## src/rtl/pellet_pkg.sv

```systemverilog
// Shared constants and FSM encoding for the pellet eater.
// Grid is 32x32 tiles, addressed as {row, column}.
package pellet_pkg;

    localparam int GRID_BITS      = 5;
    localparam int CELLS          = 1024;
    localparam int ADDR_W         = 2 * GRID_BITS;
    localparam int CNT_W          = ADDR_W + 1;
    localparam int DEFAULT_POINTS = 10;

    typedef enum logic [2:0] {
        SCAN,
        IDLE,
        READ,
        CHECK,
        CLEAR
    } state_t;

endpackage

```

## src/rtl/pellet_eater_score.sv

```systemverilog
// Saturating score accumulator: adds amount on inc, clamps at all-ones.
// Reset is synchronous, active-high.
module score_counter #(
    parameter int W = 16
) (
    input  logic         clk,
    input  logic         reset,
    input  logic         inc,
    input  logic [W-1:0] amount,
    output logic [W-1:0] value
);

    logic [W-1:0] r_value;
    logic [W:0]   w_sum;

    assign w_sum = {1'b0, r_value} + {1'b0, amount};
    assign value = r_value;

    always_ff @(posedge clk) begin
        if (reset) begin
            r_value <= '0;
        end else if (inc) begin
            r_value <= w_sum[W] ? '1 : w_sum[W-1:0];
        end
    end

endmodule

```

## src/rtl/pellet_eater.sv

```systemverilog
// Pellet eater: scans the external pellet store after reset, then serves
// eat requests one at a time against it, keeping score and pellets left.
module pellet_eater
    import pellet_pkg::*;
#(
    parameter int POINTS  = DEFAULT_POINTS,
    parameter int SCORE_W = 16
) (
    input  logic                 clk,
    input  logic                 reset,
    input  logic                 tile_valid,
    input  logic [GRID_BITS-1:0] tile_x,
    input  logic [GRID_BITS-1:0] tile_y,
    output logic                 tile_ready,
    output logic [GRID_BITS-1:0] xpos_b,
    output logic [GRID_BITS-1:0] ypos_b,
    output logic                 clear_b,
    input  logic                 out_b,
    output logic                 eaten,
    output logic [SCORE_W-1:0]   score,
    output logic [CNT_W-1:0]     remaining,
    output logic                 level_clear
);

    state_t               r_state;
    state_t               w_next;
    logic [CNT_W-1:0]     r_scan;
    logic [CNT_W-1:0]     w_scan_inc;
    logic [GRID_BITS-1:0] r_x;
    logic [GRID_BITS-1:0] r_y;
    logic [CNT_W-1:0]     r_remaining;
    logic                 r_level;
    logic                 w_ready;
    logic                 w_clear;
    logic                 w_level_now;

    always_ff @(posedge clk) begin
        if (reset) begin
            r_state <= SCAN;
        end else begin
            r_state <= w_next;
        end
    end

    always_comb begin
        w_next  = r_state;
        w_ready = 1'b0;
        w_clear = 1'b0;
        unique case (r_state)
            SCAN: begin
                if (r_scan == CNT_W'(CELLS)) begin
                    w_next = IDLE;
                end
            end
            IDLE: begin
                w_ready = 1'b1;
                if (tile_valid) begin
                    w_next = READ;
                end
            end
            READ: begin
                w_next = CHECK;
            end
            CHECK: begin
                w_next = out_b ? CLEAR : IDLE;
            end
            CLEAR: begin
                w_clear = 1'b1;
                w_next  = IDLE;
            end
            default: begin
                w_next = SCAN;
            end
        endcase
    end

    assign w_scan_inc  = r_scan + CNT_W'(1);
    assign w_level_now = (r_state == IDLE) && (r_remaining == '0);

    // Store data lags the address by a cycle, so scan cycle 0 counts nothing.
    always_ff @(posedge clk) begin
        if (reset) begin
            r_scan      <= '0;
            r_x         <= '0;
            r_y         <= '0;
            r_remaining <= '0;
            r_level     <= 1'b0;
        end else begin
            if (r_state == SCAN) begin
                r_scan     <= w_scan_inc;
                {r_y, r_x} <= w_scan_inc[ADDR_W-1:0];
                if ((r_scan != '0) && out_b) begin
                    r_remaining <= r_remaining + CNT_W'(1);
                end
            end
            if ((r_state == IDLE) && tile_valid) begin
                r_x <= tile_x;
                r_y <= tile_y;
            end
            if ((r_state == CLEAR) && (r_remaining != '0)) begin
                r_remaining <= r_remaining - CNT_W'(1);
            end
            if (w_level_now) begin
                r_level <= 1'b1;
            end
        end
    end

    score_counter #(
        .W(SCORE_W)
    ) u_score (
        .clk   (clk),
        .reset (reset),
        .inc   (w_clear),
        .amount(SCORE_W'(POINTS)),
        .value (score)
    );

    assign tile_ready  = w_ready & ~reset;
    assign clear_b     = w_clear & ~reset;
    assign eaten       = w_clear & ~reset;
    assign xpos_b      = r_x;
    assign ypos_b      = r_y;
    assign remaining   = r_remaining;
    assign level_clear = (r_level | w_level_now) & ~reset;

endmodule

```

## config.mk

```make
export PLATFORM = sky130hd
export DESIGN_NAME = pellet_eater
export DESIGN_NICKNAME = d
export VERILOG_FILES = /design/src/rtl/pellet_pkg.sv /design/src/rtl/pellet_eater_score.sv /design/src/rtl/pellet_eater.sv
export SDC_FILE = /design/constraint.sdc
export NUM_CORES = 1
export LEC_CHECK = 0
export CORE_ASPECT_RATIO = 0.8
export CORE_MARGIN = 2
export CORE_UTILIZATION = 47
export CTS_CLUSTER_DIAMETER = 30
export DETAILED_ROUTE_END_ITERATION = 7
export PLACE_DENSITY = 0.81
export SETUP_SLACK_MARGIN = 0.05
export SLEW_MARGIN = 25
export SYNTH_ARGS = -nofsm -noshare
export SYNTH_HDL_FRONTEND = slang
export SYNTH_SLANG_ARGS = --single-unit
```

## constraint.sdc

```tcl
create_clock -name clk -period 2.7 [get_ports clk]
set_input_delay 0.405 -clock clk [delete_from_list [all_inputs] [get_ports clk]]
set_output_delay 0.405 -clock clk [all_outputs]
set_load 0.01 [all_outputs]
```

==> flow_metrics.tcl <==
set metrics [dict create \
    cp_common_cell "a21oi_1" \
    synth_nets 360 \
    gp_congestion 0.912 \
    avgSynthCellArea_um2 8.34 \
    multi_input_area_mm2 0.00167 \
    yosysUniqueCellTypes 52 \
    n_fill_cell 508 \
    htree_levels 2 \
    power_frac_seq_pct 52.0 \
    clkPwrFrac_pct 35.7 \
    crit_required_ps 2900 \
    reg2reg_from "r_state[0]" \
    placed_area_mm2 0.00347 \
    wl_per_cell_um 14.2 \
    crit_chain "or3b_1 > a31oi_2 > xor2_1 > ha_2 > nand3_1 > nor3_2 > a21oi_1 > a21oi_1 > mux2_1" \
    postSynthCellCount 342 \
    drt_wl_total_mm 6.77 \
    final_common_cell "clkdlybuf4s50_1" \
    relSlewSlack_pct 57.7 \
    register_area_mm2 0.00104 \
    area_growth_pct 27.0 \
    endpoint_kind "flip-flop" \
    switching_share_pct 24.9 \
    grt.total_usage_pct 20.3 \
    slowest_stage "or3b_1" \
    crit_family "simple AND/OR/NAND/NOR gates" \
    drc 0 \
    clk_latency_ps 310 \
    crit_path_start_kind "flip-flop" \
    wl_met3_um 454 \
    regToRegEndpoint "remaining[8]" \
    cts.sinks 52 \
    p_per_area_mw_per_mm2 422 \
    finalSetupViolCount 0 \
    ys_ff_latch 52 \
    dp_hpwl_mm 4.81 \
    nNetsFinal 413 \
    cts_tree "done" \
    port_buffers 54 \
    r2r_setup_slack_ps 190 \
    leakage_uw 0.00132 \
    p_switching_uw 381 \
    p_int_uw 1150 \
    dieHeight_um 73.7 \
    numCtsBuffers 5 \
    n_antenna_cell 0 \
    synth-edff-count 0 \
    m1WireLength_mm 3.30 \
    drtPass1Iterations 4 \
    dieArea_mm2 0.00671 \
    yosysWarnings 0 \
    via_per_inst 5.45 \
    start_util_pct 48.5 \
    holdPathStages 2 \
    synth_area_mm2 0.00285 \
    clockBufferDepth 2 \
    grt_overflow 0 \
    die_w_um 91.1 \
    fin_skew_ps 5.74 \
    final_area_mm2 0.00362 \
    path_clk_slew_ps 100 \
    slew_violations 0 \
    synth-seq-area-share_pct 36.5 \
    finalPower_uw 1530 \
    max_stage_delay_ps 420 \
    highest_layer "met4" \
    rows 25 \
    fin_ws_ps 190 \
    arrival_ps 2710 \
    rsz0062_at_grt "no" \
    num_vias 2601 \
    cts-root-buf "clkbuf_8" \
    wl_met2_mm 2.90 \
    stdcell_count 477 \
    peakVddDrop_uv 224 \
    antenna_found_initial 0 \
    critPathKind "flip-flop to flip-flop" \
    path_depth 9 \
    grt_max_degree 57 \
    final_layout_size_suffix_gt1_share_pct 13.1 \
    critPathLaunch "r_state[0]" \
    outcome "finished clean" \
    fmax_mhz 398 \
    ant_nets 0 \
    finalHoldViolCount 0 \
    cp.buffers_inverters 0 \
    worst_pin_slew_ps 635 \
    crit_end "remaining[8]" \
    core_area_mm2 0.00588 \
    grt_pass1_wl_mm 11.1 \
    place_ws_ps 142 \
    place_inst 468 \
    synth_ff_type "dfxtp_1" \
    finalSetupTns_ps 0 \
    hold_path_class "flip-flop to flip-flop" \
    cts_hold_buffers 0 \
    num_io_pins 55 \
    fin_crit_sh_pct 93.0 \
    drv_cap 0 \
    hold_start "u_score.value[0]" \
    period_needed_ps 2510 \
    first_global_vias 2322 \
    final_cell_mix "53 x clkdlybuf4s50_1, 50 x dfxtp_1, 48 x nor2_1" \
    combinationalPowerShare_pct 12.3 \
    drt_iter0_markers 132 \
    ys_async_sr_fraction_pct 0 \
    worstPathMaxFanout 6 \
    r2r_cells 9 \
]
==> worst min-delay path, cell delays in order, from the launching register on <==
cell	delay (ps)
dfxtp_1	320
inv_1	50
a21oi_1	50
==> state kept, by name (all words and copies together) (netlist names) <==
signal,cells
remaining,11
r_scan,11
r_state,3
r_level,1
ypos_b,5
u_score.value,16
xpos_b,5
==> metal layers <==
layer / GRT usage, % / vias to the layer above
li1: - / 1298
met1: 29.0 / 1209
met2: 30.5 / 82
met3: 4.41 / 12
met4: 7.24 / 0
met5: 0 / -
==> synth_stat cells, types with 5 or more instances <==
master / n / area [um2]
a21oi_1: 25 / 125
a21oi_2: 10 / 87.6
nand4_1: 7 / 43.8
buf_2: 5 / 25.0
nor2b_1: 6 / 37.5
nand3_1: 15 / 75.1
a22oi_1: 7 / 52.6
inv_1: 9 / 33.8
nand2_1: 26 / 97.6
nor3_1: 13 / 65.1
dfxtp_1: 52 / 1040
a211oi_1: 6 / 45.0
xor2_1: 18 / 158
xnor2_1: 16 / 140
nor2_1: 48 / 180
and3_1: 6 / 37.5
clkbuf_1: 14 / 52.6
==> layout make-up <==
type	count	area share [%]
sequential	52	28.8
tap	81	2.80
timing repair buffer	71	18.3
clock buffer	6	2.00
multi-input combinational	256	46.1
clock inverter	2	1.07
inverter	9	0.933
==> worst min-delay path by stage <==
| stage | slack [ps] | end |
|---|---|---|
| finish | 460 | u_score.value[0] |
| global route | 490 | u_score.value[0] |
| CTS | 460 | u_score.value[0] |
| detailed placement | 450 | u_score.value[0] |
| global placement | 430 | u_score.value[0] |
| floorplan | 420 | r_level |
==> what timing repair did <==
action | in CTS | in global routing
endpoints found under the setup margin | 1 | 3
resized for setup | 1 | 5
setup buffers | 0 | 1
pin swaps | 0 | 1
==> metrics by stage <==
| stage | hold slack, ps | utilization, % |
|---|---|---|
| after floorplan | 424 | - |
| after global placement | 434 | 59.1 |
| after detailed placement | 446 | 59.1 |
| after CTS | 463 | 61.1 |
| after global routing | 488 | 61.6 |
| final | 457 | 61.6 |
==> power groups by stage <==
| stage | Combinational (uW) | Clock, uW | Sequential [uW] |
|---|---|---|---|
| after global routing | 207 | 587 | 796 |
| after floorplan | 110 | 0 | 812 |
| after CTS | 185 | 558 | 793 |
| after global placement | 180 | 0 | 809 |
| final | 188 | 545 | 794 |
| after detailed placement | 184 | 0 | 811 |
==> cells by family after synthesis <==
family | count (synthesis) | synth area share [%]
adder cells (fa/ha/maj) | 4 | 1.76
flip-flops | 52 | 36.5
multiplexers | 5 | 2.06
AND/OR/NAND/NOR | 146 | 27.0
buffers and inverters | 34 | 5.88
AO/OA/AOI/OAI | 67 | 16.3
XOR/XNOR | 34 | 10.4
No activity file was read; power rests on OpenSTA's default activity.
